===== src/rtl/mem_port_arbiter_pkg.sv =====
// Shared definitions for the instruction/data memory port arbiter.
package mem_port_arbiter_pkg;

    // Latency counter width; LATENCY is limited to 1..15 so LATENCY-1 always fits.
    localparam int unsigned CNT_W = 4;

    // Arbiter FSM state encodings.
    localparam logic [1:0] ARB_IDLE = 2'd0;
    localparam logic [1:0] ARB_BUSY = 2'd1;
    localparam logic [1:0] ARB_RESP = 2'd2;

    // Requester identifiers.
    localparam logic PORT_I = 1'b0;
    localparam logic PORT_D = 1'b1;

    // Control fields latched when an access is accepted.
    typedef struct packed {
        logic owner;
        logic we;
    } arb_cmd_t;

    // The requester that did not win last time.
    function automatic logic other_port(input logic p);
        return (p == PORT_I) ? PORT_D : PORT_I;
    endfunction

endpackage


===== src/rtl/mem_lat_counter.sv =====
// Counts BUSY cycles of one memory access; done_c flags the final cycle.
module mem_lat_counter
    import mem_port_arbiter_pkg::*;
#(
    parameter int unsigned LATENCY = 4
) (
    input  logic clk,
    input  logic reset,
    input  logic clear,
    input  logic enable,
    output logic done_c
);

    localparam logic [CNT_W-1:0] LAST = CNT_W'(LATENCY - 1);

    logic [CNT_W-1:0] cnt;

    // Cycle counter: clear wins over enable; never reaches a wrap point.
    always_ff @(posedge clk) begin
        if (reset) begin
            cnt <= '0;
        end else if (clear) begin
            cnt <= '0;
        end else if (enable) begin
            cnt <= cnt + CNT_W'(1);
        end
    end

    assign done_c = enable && (cnt == LAST);

endmodule


===== src/rtl/mem_port_arbiter.sv =====
// Shares a single-port fixed-latency memory between the fetch (I) and load/store (D) paths.
module mem_port_arbiter
    import mem_port_arbiter_pkg::*;
#(
    parameter int unsigned ADDR_W  = 32,
    parameter int unsigned DATA_W  = 32,
    parameter int unsigned LATENCY = 4
) (
    input  logic              clk,
    input  logic              reset,
    input  logic              i_req,
    input  logic [ADDR_W-1:0] i_addr,
    output logic              i_valid,
    output logic [DATA_W-1:0] i_rdata,
    input  logic              d_req,
    input  logic              d_we,
    input  logic [ADDR_W-1:0] d_addr,
    input  logic [DATA_W-1:0] d_wdata,
    output logic              d_valid,
    output logic [DATA_W-1:0] d_rdata,
    output logic [ADDR_W-1:0] mem_addr,
    output logic [DATA_W-1:0] mem_din,
    output logic              mem_read,
    output logic              mem_write,
    input  logic [DATA_W-1:0] mem_dout,
    output logic              busy
);

    logic [1:0] state;
    logic [1:0] state_nxt;
    logic       last_grant;
    arb_cmd_t   cmd;
    logic       accept;
    logic       grant;
    logic       grant_we;
    logic       in_busy;
    logic       cnt_done;

    assign in_busy = (state == ARB_BUSY);

    // Next-state and arbitration decision.
    always_comb begin
        state_nxt = state;
        accept    = 1'b0;
        grant     = PORT_I;
        grant_we  = 1'b0;
        case (state)
            ARB_IDLE: begin
                if (i_req && d_req) begin
                    accept = 1'b1;
                    grant  = other_port(last_grant);
                end else if (i_req) begin
                    accept = 1'b1;
                    grant  = PORT_I;
                end else if (d_req) begin
                    accept = 1'b1;
                    grant  = PORT_D;
                end
                grant_we = (grant == PORT_D) ? d_we : 1'b0;
                if (accept) begin
                    state_nxt = ARB_BUSY;
                end
            end
            ARB_BUSY: begin
                if (cnt_done) begin
                    state_nxt = ARB_RESP;
                end
            end
            ARB_RESP: begin
                state_nxt = ARB_IDLE;
            end
            default: begin
                state_nxt = ARB_IDLE;
            end
        endcase
    end

    // BUSY-cycle counter, restarted on every accept.
    mem_lat_counter #(
        .LATENCY (LATENCY)
    ) u_lat_counter (
        .clk    (clk),
        .reset  (reset),
        .clear  (accept),
        .enable (in_busy),
        .done_c (cnt_done)
    );

    // State register.
    always_ff @(posedge clk) begin
        if (reset) begin
            state <= ARB_IDLE;
        end else begin
            state <= state_nxt;
        end
    end

    // Command latch, memory strobes, response data and valid pulses.
    always_ff @(posedge clk) begin
        if (reset) begin
            last_grant <= PORT_I;
            cmd        <= '0;
            mem_addr   <= '0;
            mem_din    <= '0;
            mem_read   <= 1'b0;
            mem_write  <= 1'b0;
            i_valid    <= 1'b0;
            d_valid    <= 1'b0;
            i_rdata    <= '0;
            d_rdata    <= '0;
            busy       <= 1'b0;
        end else begin
            i_valid   <= 1'b0;
            d_valid   <= 1'b0;
            mem_write <= 1'b0;

            if (accept) begin
                last_grant <= grant;
                cmd.owner  <= grant;
                cmd.we     <= grant_we;
                mem_addr   <= (grant == PORT_D) ? d_addr : i_addr;
                if (grant == PORT_D) begin
                    mem_din <= d_wdata;
                end
                // Reads strobe for the whole access, writes only in the first BUSY cycle.
                mem_read   <= !grant_we;
                mem_write  <= grant_we;
                busy       <= 1'b1;
            end

            if (in_busy && cnt_done) begin
                mem_read <= 1'b0;
                if (cmd.owner == PORT_I) begin
                    i_rdata <= mem_dout;
                    i_valid <= 1'b1;
                end else begin
                    d_rdata <= cmd.we ? '0 : mem_dout;
                    d_valid <= 1'b1;
                end
            end

            if (state == ARB_RESP) begin
                busy <= 1'b0;
            end
        end
    end

endmodule

===== config.mk =====
export PLATFORM = sky130hd
export DESIGN_NAME = mem_port_arbiter
export DESIGN_NICKNAME = d
export VERILOG_FILES = /design/src/rtl/mem_port_arbiter_pkg.sv /design/src/rtl/mem_lat_counter.sv /design/src/rtl/mem_port_arbiter.sv
export SDC_FILE = /design/constraint.sdc
export NUM_CORES = 1
export LEC_CHECK = 0
export ABC_CLOCK_PERIOD_IN_PS = 2000
export CAP_MARGIN = 10
export CORE_MARGIN = 2
export CORE_UTILIZATION = 42
export CTS_BUF_LIST = sky130_fd_sc_hd__clkbuf_8 sky130_fd_sc_hd__clkbuf_16
export CTS_CLUSTER_SIZE = 8
export DETAILED_ROUTE_END_ITERATION = 10
export GPL_TIMING_DRIVEN = 1
export HOLD_SLACK_MARGIN = 0.1
export PLACE_DENSITY_LB_ADDON = 0.15
export SLEW_MARGIN = 20
export SYNTH_ARGS = -nofsm -noshare
export SYNTH_HDL_FRONTEND = slang
export SYNTH_SLANG_ARGS = --single-unit

===== constraint.sdc =====
create_clock -name clk -period 2 [get_ports clk]
set_input_delay 0.6 -clock clk [delete_from_list [all_inputs] [get_ports clk]]
set_output_delay 0.6 -clock clk [all_outputs]
set_load 0.005 [all_outputs]

* Yosys cells after proc, flatten, opt, wreduce, memory -nomap -nowiden
Index checks and enable logic that the tools add are counted.
Word-level totals: output and inout bits 133, bits in registers 141, input bits 133
Operators by class: bitwise gates (word level) 3, reduce and logical (&&, ||, !) cells 14, $add $sub $neg 1, multiplexer cells 18, equal/unequal tests 5
Operator list (count):
- $mux 32 | 2
- $mux 1 | 13
- $reduce_or 2->1 | 5
- $reduce_and 2->1 | 4
- $add 4x1->4 const B | 1
- $eq 4x2->1 const B | 1
- $mux 2 | 2
- $pmux 2 s2 | 1
- $logic_and 1x1->1 | 3
- $not 1->1 | 3
- $eq 2x1->1 const B | 1
- $eq 2x2->1 const B | 1
- $logic_not 2->1 | 1
- $ne 2x1->1 const B | 1
- $ne 2x2->1 const B | 1
- $logic_not 1->1 | 1

* Depth between registers and ports, before layout
depth in word-level cells 7, gate-level depth with buffers 6

* By module
A second synthesis with hierarchy kept.
Unflattened totals: cell total of the unflattened synthesis 676, area, all modules 5684.2 µm²
By module, submodules not included:
- mem_port_arbiter | times used 1, seq. area each 2742.6 µm², cells an instance 657, area an instance 5464.0 µm²
- mem_lat_counter | times used 1, seq. area each 80.1 µm², cells an instance 19, area an instance 220.2 µm²

* Least setup slack after synthesis
Ideal clock, no wire load.
kind in2reg, start in i_req, end reg busy, cell stages on the path 6, data required time 1885 ps, arrival time 1530 ps, setup slack 356 ps, cell sequence or2_1 > buf_2 > and2_4 > buf_6 > buf_6 > o21a_1
On the way: cells in the longest elaborated chain, start to end 4, elaborated cells on any way between the ends 5, classes of those cells 4 x mux; 1 x reduce/logical
RTL lines:
- start, declared | RTL line mem_port_arbiter.sv:11 | input logic i_req,
- $mux 1 / $logic_and 1x1->1 (equally long branches) | RTL line mem_port_arbiter.sv:52, mem_port_arbiter.sv:49
- $mux 1 (*) | RTL line mem_port_arbiter.sv:49 | if (i_req && d_req) begin
- $mux 1 (*) (2 in a row) | RTL line mem_port_arbiter.sv:47 | case (state)
- end signal, assigned | RTL line mem_port_arbiter.sv:111 | busy <= 1'b0;
- end signal, assigned | RTL line mem_port_arbiter.sv:128 | busy <= 1'b1;
- end signal, assigned | RTL line mem_port_arbiter.sv:143 | busy <= 1'b0;
- end, declared | RTL line mem_port_arbiter.sv:26 | output logic busy
Every way passes the cells marked *; elsewhere a longest branch is shown, timed or not. The select of a mux whose other input is x is not followed. A chain may end at the register's enable or synchronous reset.

* Final worst setup path
start reg mem_din[21], end out mem_din[21]
RTL lines:
- start, declared | RTL line mem_port_arbiter.sv:22 | output logic [DATA_W-1:0] mem_din,
- start signal, assigned | RTL line mem_port_arbiter.sv:123 | mem_din <= d_wdata;
No word-level cell between the ends.

==> flow_summary.json <==
{
  "die_w_um": 124,
  "final_core_util": 0.677,
  "io_buffer_count": 265,
  "grt_pass1_vias": 6225,
  "drv_cap": 0,
  "post-route-period-util": 0.962,
  "wire_per_inst_um": 18.2,
  "top_layer": "met4",
  "tns_ns": 0,
  "cp-start-kind": "register",
  "fmax_ghz": 0.520,
  "r2r-end": "i_rdata[20]$_SDFFE_PP0P_",
  "rr_startpoint": "u_lat_counter.cnt[0]$_SDFFE_PP0N_",
  "syn_nets": 822,
  "synth_largest_area_cell": "dfxtp_1",
  "overflow": 0,
  "area_growth_pct": 56.7,
  "wl_met1_mm": 8.23,
  "critPathArrivalTime_ns": 1.32,
  "hold_depth": 1,
  "rsz0062_at_grt": "false",
  "endpoint_kind": "output pin",
  "synth_area_leaders": "dfxtp_1 (47%), a21oi_1 (11%), a311oi_2 (6.2%)",
  "syn-instance-count": 688,
  "die-area_mm2": 0.0154,
  "ys_seq_area_frac": 0.467,
  "dr_total_vias": 6384,
  "startpoint": "mem_din[21]$_SDFFE_PP0P_",
  "cts_buffers": 17,
  "yosysMostFrequentCell": "dfxtp_1",
  "r2r_setup_slack_ns": 0.37,
  "routed_wl_mm": 20.2,
  "ys_ff_latch": 141,
  "grt_pass1_wl_mm": 30.7,
  "hold_path.startpoint": "busy$_SDFFE_PP0P_",
  "yosysTopAreaCellShare": 0.467,
  "cts_hold_buf": 0,
  "async_flop_share": 0,
  "clkSlewWorstSetupHoldPaths_ns": 0.06,
  "routabilityCongestion": 0.796,
  "track_usage": 0.257,
  "finalSetupViolCount": 0,
  "drtPass1Iterations": 8,
  "core-area_mm2": 0.0140,
  "avgSynthCellArea_um2": 8.79,
  "initial_core_util": 0.432,
  "yosysUniqueCellTypes": 40,
  "vias_per_cell": 5.77,
  "numClockSinks": 141,
  "drt_first_iter_violations": 533,
  "synth_common_cells": "dfxtp_1 (141), a21oi_1 (132), o21ai_0 (66), nand2_1 (65), clkbuf_1 (50)",
  "grt_max_degree": 47,
  "num_io_pins": 266,
  "synth-main-ff-cell": "dfxtp_1",
  "cp_slowest_cell": "clkdlybuf4s50_1",
  "rows": 43,
  "drc": 1,
  "syn_area_mm2": 0.00605,
  "worst_path_largest_cell_delay_ns": 0.56,
  "fin_crit_ns": 1.92,
  "insertion_delay_ns": 0.42,
  "synth-edff-count": 0,
  "ir_drop_mv": 0.519,
  "slew_violations": 0,
  "finClkSkew_ns": 0.00734,
  "ctsLongestPathBuffers": 2,
  "path_buf_inv": 1,
  "ctsResizeCount": 0,
  "layout-drive-gt1-share": 0.104,
  "r2r_cells": 5,
  "cts_tree": "yes",
  "postCtsSetupBuffers": 0,
  "violations": "DRC",
  "die-height_um": 124,
  "power.total_mw": 7.27,
  "root_buffer": "clkbuf_16",
  "dr_wl_met3_mm": 1.70,
  "path_class": "register to output pin",
  "slew_headroom": 0.572,
  "p_per_area_mw_per_mm2": 767,
  "htreeDepth": 4,
  "antenna_left": 0,
  "crit_fanout": 2,
  "status": "finished, violations left",
  "leakagePower_nw": 3.29,
  "cpLargestDelayFamily": "buffers and inverters",
  "crit_required_ns": 1.40,
  "routed-wl-met2_mm": 9.67,
  "fin_nets": 1048,
  "finalHoldViolations": 0,
  "dpl.hpwl_mm": 13.9,
  "holdPathEnd": "busy$_SDFFE_PP0P_",
  "max_slew.worst_pin.slew_ns": 0.641,
  "ys_warn_count": 0,
  "antenna_found_initial": 0,
  "diodes": 0,
  "hold_class": "register to register",
  "crit_path_cell_trace": "clkdlybuf4s50_1"
}
==> cells by family (layout without fill, tap and decap cells) <==
group	after synthesis	count (layout)	synth area share
AO/OA/AOI/OAI	271	271	0.290
AND/OR/NAND/NOR	182	182	0.169
flip-flops	141	141	0.467
buffers and inverters	91	330	0.0691
adder cells (fa/ha/maj)	1	1	0.00207
XOR/XNOR	1	1	0.00145
multiplexers	1	1	0.00166
==> power breakdown <==
part           switching (mW)  internal, mW  leakage (nW)
clock                    1.15          1.94         0.307
sequential             0.0854          2.93          1.15
combinational           0.532         0.637          1.83
total                    1.77          5.51          3.29
==> cell type report <==
type	instances	area, um^2
fill	1140	4510
timing repair buffer	293	3000
multi-input combinational	456	2830
sequential	141	2820
clock buffer	21	480
tap	180	225
clock inverter	11	100
inverter	5	18.8
==> worst max-delay path by stage <==
stage | depth (start not counted) | end
6_report | 1 | mem_din[21]
4_1_cts | 1 | mem_din[23]
3_3_place_gp | 4 | mem_addr[7]$_SDFFE_PP0P_
5_1_grt | 1 | mem_addr[29]
3_5_place_dp | 4 | mem_addr[10]$_SDFFE_PP0P_
2_1_floorplan | 6 | busy$_SDFFE_PP0P_
==> cell usage in the layout, fill, tap and decap left out, types with 2 or more instances in the layout <==
master and instances:
a211oi_2 2, nand2_1 65, buf_12 11, nand4_1 32, o21ai_0 66, buf_4 18, nand2b_1 2, a311oi_2 25
clkbuf_8 4, o21ba_2 2, clkbuf_16 17, bufinv_16 2, clkinv_2 5, o31ai_1 32, inv_1 9, nand3_1 33
nand4b_1 32, dfxtp_1 140, a311oi_1 7, a21oi_1 132, nor3_1 6, clkdlybuf4s50_1 264
==> flip-flops by register name (all words and copies together) (netlist names) <==
signal	count
mem_read	1
i_rdata	32
busy	1
mem_din	32
mem_write	1
mem_addr	32
d_rdata	32
d_valid	1
cmd	2
i_valid	1
state	2
u_lat_counter.cnt	4
==> per-layer routing <==
metal / track usage / vias up
met5: 0 / -
met4: 0.117 / 0
met3: 0.0742 / 42
met2: 0.419 / 318
met1: 0.314 / 3010
li1: - / 3014
==> metrics by stage <==
step                      hold slack (ns)  setup WS [ns]  area (um^2)  instances
after floorplan                     0.464          0.356         6050        688
after global placement              0.455         -0.110         8890       1075
after detailed placement            0.456         -0.172         8890       1075
after CTS                           0.469         0.0589         9480       1107
after global routing                0.480         0.0365         9480       1107
final                               0.467         0.0760         9480       1107
Note: power is estimated with default switching activity, not from simulation.
